<file path="src/rtl/instr_fetch.sv">
// Instruction fetch stage: samples nextPC, runs a req/ack transaction to
// instruction memory and holds the fetched word for decode until released.
module instr_fetch #(
    parameter logic [31:0] RESET_PC = 32'd0,
    parameter int          MAX_WAIT = 15
) (
    input  logic        clk,
    input  logic        rst,
    input  logic [31:0] nextPC,
    input  logic        stall,
    output logic        imem_req,
    output logic [31:0] imem_addr,
    input  logic        imem_ack,
    input  logic [31:0] imem_rdata,
    output logic [31:0] instr,
    output logic [31:0] instr_pc,
    output logic [31:0] PC_plus_four,
    output logic        instr_valid,
    output logic        misaligned,
    output logic        timeout
);

    localparam logic [1:0] S_IDLE = 2'd0;
    localparam logic [1:0] S_REQ  = 2'd1;
    localparam logic [1:0] S_HOLD = 2'd2;
    localparam logic [1:0] S_ERR  = 2'd3;

    localparam logic [7:0] MAX_W = 8'(MAX_WAIT);

    logic [1:0] state;
    logic [7:0] wait_cnt;

    always_ff @(posedge clk) begin
        if (rst) begin
            state        <= S_IDLE;
            imem_req     <= 1'b0;
            imem_addr    <= 32'h0;
            instr        <= 32'h0;
            instr_valid  <= 1'b0;
            instr_pc     <= RESET_PC;
            PC_plus_four <= RESET_PC + 32'd4;
            misaligned   <= 1'b0;
            timeout      <= 1'b0;
            wait_cnt     <= 8'd0;
        end else begin
            case (state)
                S_IDLE: begin
                    if (nextPC[1:0] != 2'b00) begin
                        misaligned <= 1'b1;
                        state      <= S_ERR;
                    end else begin
                        imem_addr <= nextPC;
                        imem_req  <= 1'b1;
                        wait_cnt  <= 8'd0;
                        state     <= S_REQ;
                    end
                end
                S_REQ: begin
                    // A late ack in the final window cycle still wins over timeout.
                    if (imem_ack) begin
                        instr        <= imem_rdata;
                        instr_pc     <= imem_addr;
                        PC_plus_four <= imem_addr + 32'd4;
                        instr_valid  <= 1'b1;
                        imem_req     <= 1'b0;
                        state        <= S_HOLD;
                    end else if (wait_cnt == MAX_W) begin
                        timeout  <= 1'b1;
                        imem_req <= 1'b0;
                        state    <= S_ERR;
                    end else begin
                        wait_cnt <= wait_cnt + 8'd1;
                    end
                end
                S_HOLD: begin
                    if (!stall) begin
                        instr_valid <= 1'b0;
                        state       <= S_IDLE;
                    end
                end
                S_ERR: begin
                    imem_req    <= 1'b0;
                    instr_valid <= 1'b0;
                end
                default: state <= S_IDLE;
            endcase
        end
    end

endmodule

</file>
<file path="config.mk">
export PLATFORM = sky130hd
export DESIGN_NAME = instr_fetch
export DESIGN_NICKNAME = d
export VERILOG_FILES = /design/src/rtl/instr_fetch.sv
export SDC_FILE = /design/constraint.sdc
export NUM_CORES = 1
export LEC_CHECK = 0
export ABC_AREA = 1
export BUFFER_PORTS_ARGS = -buffer_cell sky130_fd_sc_hd__buf_2
export CAP_MARGIN = 20
export CORE_MARGIN = 1.5
export CORE_UTILIZATION = 36
export CTS_BUF_LIST = sky130_fd_sc_hd__clkbuf_16
export CTS_CLUSTER_DIAMETER = 150
export CTS_CLUSTER_SIZE = 25
export DETAILED_ROUTE_END_ITERATION = 10
export PLACE_DENSITY_LB_ADDON = 0.2
export SYNTH_ARGS = -nofsm -noshare
export SYNTH_HDL_FRONTEND = slang
export SYNTH_SLANG_ARGS = --single-unit
export TNS_END_PERCENT = 30
</file>
<file path="constraint.sdc">
create_clock -name clk -period 1.8 [get_ports clk]
set_input_delay 0.09 -clock clk [delete_from_list [all_inputs] [get_ports clk]]
set_output_delay 0.09 -clock clk [all_outputs]
set_load 0.05 [all_outputs]
</file>
==> impl_summary.log <==
[metrics] number of search-and-repair iterations in the first detailed-routing pass: 4
[metrics] share of final-layout standard cells stronger than drive strength 1: about 25%
[metrics] fraction of power spent switching nets: about two fifths
[metrics] RSZ-0062 raised after global routing: no
[metrics] CTS Root Cell: clkbuf_16
[metrics] crit path DAT: roughly 1900 ps
[metrics] H-tree lvl count: 4
[metrics] number of synthesized flops with an enable pin: 0
[metrics] worst-path maximum fanout: 8
[metrics] critical path data required time: ~2200 ps
[metrics] maximum capacitance violations: 0
[metrics] CTS clk-pin slew, worst paths: ~60 ps
[metrics] combinational power share: between 30% and 40%
[metrics] die width: 133 µm
[metrics] global router's overall resource usage: between 20% and 30%
[metrics] leakage power figure: between 4 and 5 nW
[metrics] Initial Utilization: 36.8%
[metrics] post-detailed-route count of antenna-violating nets: 0
[metrics] number of nets at the end of the flow: about 1,200
[metrics] time the worst path needs with I/O delays and setup: 1570 ps
[metrics] total of endpoints with negative setup slack in the final report: 0
[metrics] num ports: 200
[metrics] detailed-route vias per instance: between 4 and 5
[metrics] result of the run: finished, final reports clean
[metrics] relative slew slack: 65.9%
[metrics] Max clock buf depth: 2
[metrics] Via Count: 6,331
[metrics] wire length per cell: between 10 and 15 µm
[metrics] gate count after technology mapping: ~860
[metrics] worst reg-to-reg path cell count: 8
[metrics] filler cell count: 1,655
[metrics] type of origin of the critical path: register
[metrics] proportion of synthesized chip area in sequential cells: between 40% and 50%
[metrics] post-route clock skew: between 10 and 15 ps
[metrics] number of buffers added on ports: about 200
[metrics] most instantiated flip-flop cell in the synthesis netlist: dfxtp_1
[metrics] net switching power figure: between 0.005 and 0.006 W
[metrics] row count: 47
[metrics] Post-DP Area: 0.00734 mm²
[metrics] classification of the worst setup path: register to register
[metrics] distinct cell type count of the synthesized netlist: 32
[metrics] share of power burned in the clock network: between 30% and 40%
[metrics] power density cells: 1470 mW/mm²
[metrics] TritonCTS buffer count: 17
[metrics] Peak VDD IR: 0.000767 V
[metrics] DIE AREA: 0.0177 mm²
[metrics] register bit total from synthesis: 140
[metrics] final cell area excluding filler cells: about 0.0086 mm²
[metrics] GPL Wtd Cong: 0.835
[metrics] total inserted antenna cells: 0
[metrics] Synthesized Nets: 930
[metrics] Worst Setup End Kind: register
[metrics] TritonCTS clock tree: done
[metrics] residual overflow from global routing: 0
[metrics] internal power component: 0.00740 W
[metrics] Clock Latency Late Sink: 420 ps
[metrics] number of hold violations in the final report: 0
[metrics] pin slew with the least headroom to its limit: about 510 ps
[metrics] CTS Sinks: 140
[metrics] detailed placement HPWL: around 13,000 µm
[metrics] netlist area before placement: about 0.0061 mm²
[metrics] Routed Wire Length: approximately 19,000 µm
[metrics] Die Height: around 130 µm
[metrics] WHS Path Cells: 5
[metrics] first-pass GRT wire length: around 30,000 µm
[metrics] number of global-route vias before repair: approximately 6,000
[metrics] part of the total power dissipated in sequential elements: about 32%
[metrics] Post-Synthesis Mean Instance Area: 7.13 µm²
[metrics] DRC violation count after routing: 0
[metrics] Fin Setup TNS: 0 ps
[metrics] area growth from synthesis to layout: 41.2%
[metrics] Floorplan Core Area: about 0.017 mm²
[metrics] number of max-slew violations in the final report: 0
[metrics] fraction of registers with async set/reset: 0%
[metrics] antenna violations before repair: 0
[metrics] upper clock frequency limit: around 0.64 GHz
[metrics] maximum number of pins on one net before global-route repair: 77
[metrics] type of the worst min-delay path: input port to register
[metrics] drt initial violations: about 360
[metrics] Synth warnings: 0
[metrics] post-route clock period utilization: roughly 87%
## logic make-up (layout without fill, tap and decap cells)
logic type	Yosys count	after routing	synth area share, %
xor gates and xnor gates	3	3	0.431
and+or+nand+nor	428	428	29.1
AOI/OAI and AO/OA	157	157	14.4
DFF	140	140	45.9
buffers and inverters	122	389	8.96
adders and majority gates	6	6	1.23
## flip-flops by register name (all words and copies together), names as in the netlist
signal        flops
timeout           1
instr_valid       1
PC_plus_four     30
instr_pc         32
imem_req          1
misaligned        1
state             2
wait_cnt          8
imem_addr        32
instr            32
## layout by cell type (no fill, tap or decap)
cell type and count:
buf_2 199, nor2_1 191, nand2_1 146, dfxtp_1 138
o21ai_0 83, inv_1 73, dlygate4sd3_1 62, nand3_1 56
a21oi_1 50, clkbuf_16 17, buf_4 15, nor3_1 13
a211oi_1 8, a211oi_2 6, ha_1 6, bufinv_16 5
nand2_2 4, nor2_4 4, nor2_2 4, nand4_1 4
clkinv_4 4, buf_12 4, nand2_4 3, and2_1 3
o21bai_1 3, clkinvlp_4 3, o21a_1 2, xor2_1 2
o21ai_2 2, clkinv_2 2, dfxtp_2 2, inv_4 1
inv_2 1, a21oi_2 1, a31oi_1 1, xnor2_1 1
o21ai_1 1, inv_6 1, clkinv_1 1, buf_16 1
## power by group through the flow
| stage | Clock [W] | Combinational [W] | Sequential (W) |
|---|---|---|---|
| 2_1_floorplan | 0 | 0.00178 | 0.00586 |
| 3_3_place_gp | 0 | 0.00459 | 0.00415 |
| 3_5_place_dp | 0 | 0.00461 | 0.00415 |
| 4_1_cts | 0.00394 | 0.00473 | 0.00408 |
| 5_1_grt | 0.00407 | 0.00515 | 0.00416 |
| 6_report | 0.00385 | 0.00472 | 0.00409 |
## cells in the mapped netlist (2+ instances only)
cell | number | share of area [%]
nor2_1 | 191 | 12
o21ai_0 | 83 | 6.8
o21a_1 | 2 | 0.25
nor2_4 | 4 | 0.74
and2_1 | 3 | 0.31
buf_6 | 5 | 0.92
nand2_2 | 4 | 0.41
nand2_1 | 147 | 9.0
o21ai_2 | 2 | 0.29
o21bai_1 | 3 | 0.37
nand3_1 | 56 | 4.6
xor2_1 | 2 | 0.29
buf_2 | 13 | 1.1
inv_1 | 74 | 4.6
nor3_1 | 13 | 1.1
clkbuf_1 | 18 | 1.1
ha_1 | 6 | 1.2
nor2_2 | 4 | 0.41
a211oi_1 | 8 | 0.98
nand4_1 | 4 | 0.41
dfxtp_1 | 140 | 46
buf_4 | 8 | 0.98
a21oi_1 | 50 | 4.1
nand2_4 | 2 | 0.37
buf_1 | 2 | 0.12
a211oi_2 | 6 | 1.2
## worst paths after layout
path                   startpoint  slack (ps)         endpoint
setup / recovery         state[0]         230         imem_req
setup reg to reg         state[0]         230         imem_req
hold / removal              stall          20      instr_valid
hold reg to reg   PC_plus_four[2]         450  PC_plus_four[2]
## timing repair
item / CTS / global route
gates resized for setup: 0 / 3
setup endpoints to repair: 0 / 5
hold endpoints to repair: 62 / 0
setup buffers: 0 / 0
hold buffers: 62 / 0
## layout make-up
| cell class | instances | area (µm²) | share of cell area, % |
|---|---|---|---|
| repair buffers | 281 | 1840 | 21.3 |
| clock buffers | 17 | 425 | 4.94 |
| multi-input cells | 594 | 2760 | 32.0 |
| flip-flops and latches | 140 | 2810 | 32.6 |
| clock inverters | 15 | 221 | 2.57 |
| inverters | 76 | 293 | 3.40 |
| well taps | 220 | 275 | 3.19 |
## metal layers
layer  global-route usage (%)  up-vias  share of wire [%]
li1                         -     3263                  -
met1                     27.8     2851                 45
met2                     34.8      177                 45
met3                     5.52       40                6.3
met4                     9.54        0                2.9
met5                        0        -                  0
## critical path, stage by stage (launching register included)
cell,delay [ps]
dfxtp_1,390
ha_1,230
buf_4,190
inv_1,60
nor2_1,220
o21ai_2,160
nand2_1,80
nand2_1,40
a21oi_1,130
## per-stage QoR
stage / cells / utilization [%] / hold slack (ps) / power, W / setup WS, ps
final: 1343 / 52.0 / 22.1 / 0.0127 / 228
after global routing: 1343 / 52.0 / 49.1 / 0.0134 / 44.9
after floorplan: 856 / - / 254 / 0.00764 / 24.5
after detailed placement: 1249 / 44.3 / 348 / 0.00876 / 103
after CTS: 1343 / 51.9 / 8.11 / 0.0128 / 78.1
after global placement: 1249 / 44.3 / 344 / 0.00874 / 118
Power figures use the tool's default switching activity.
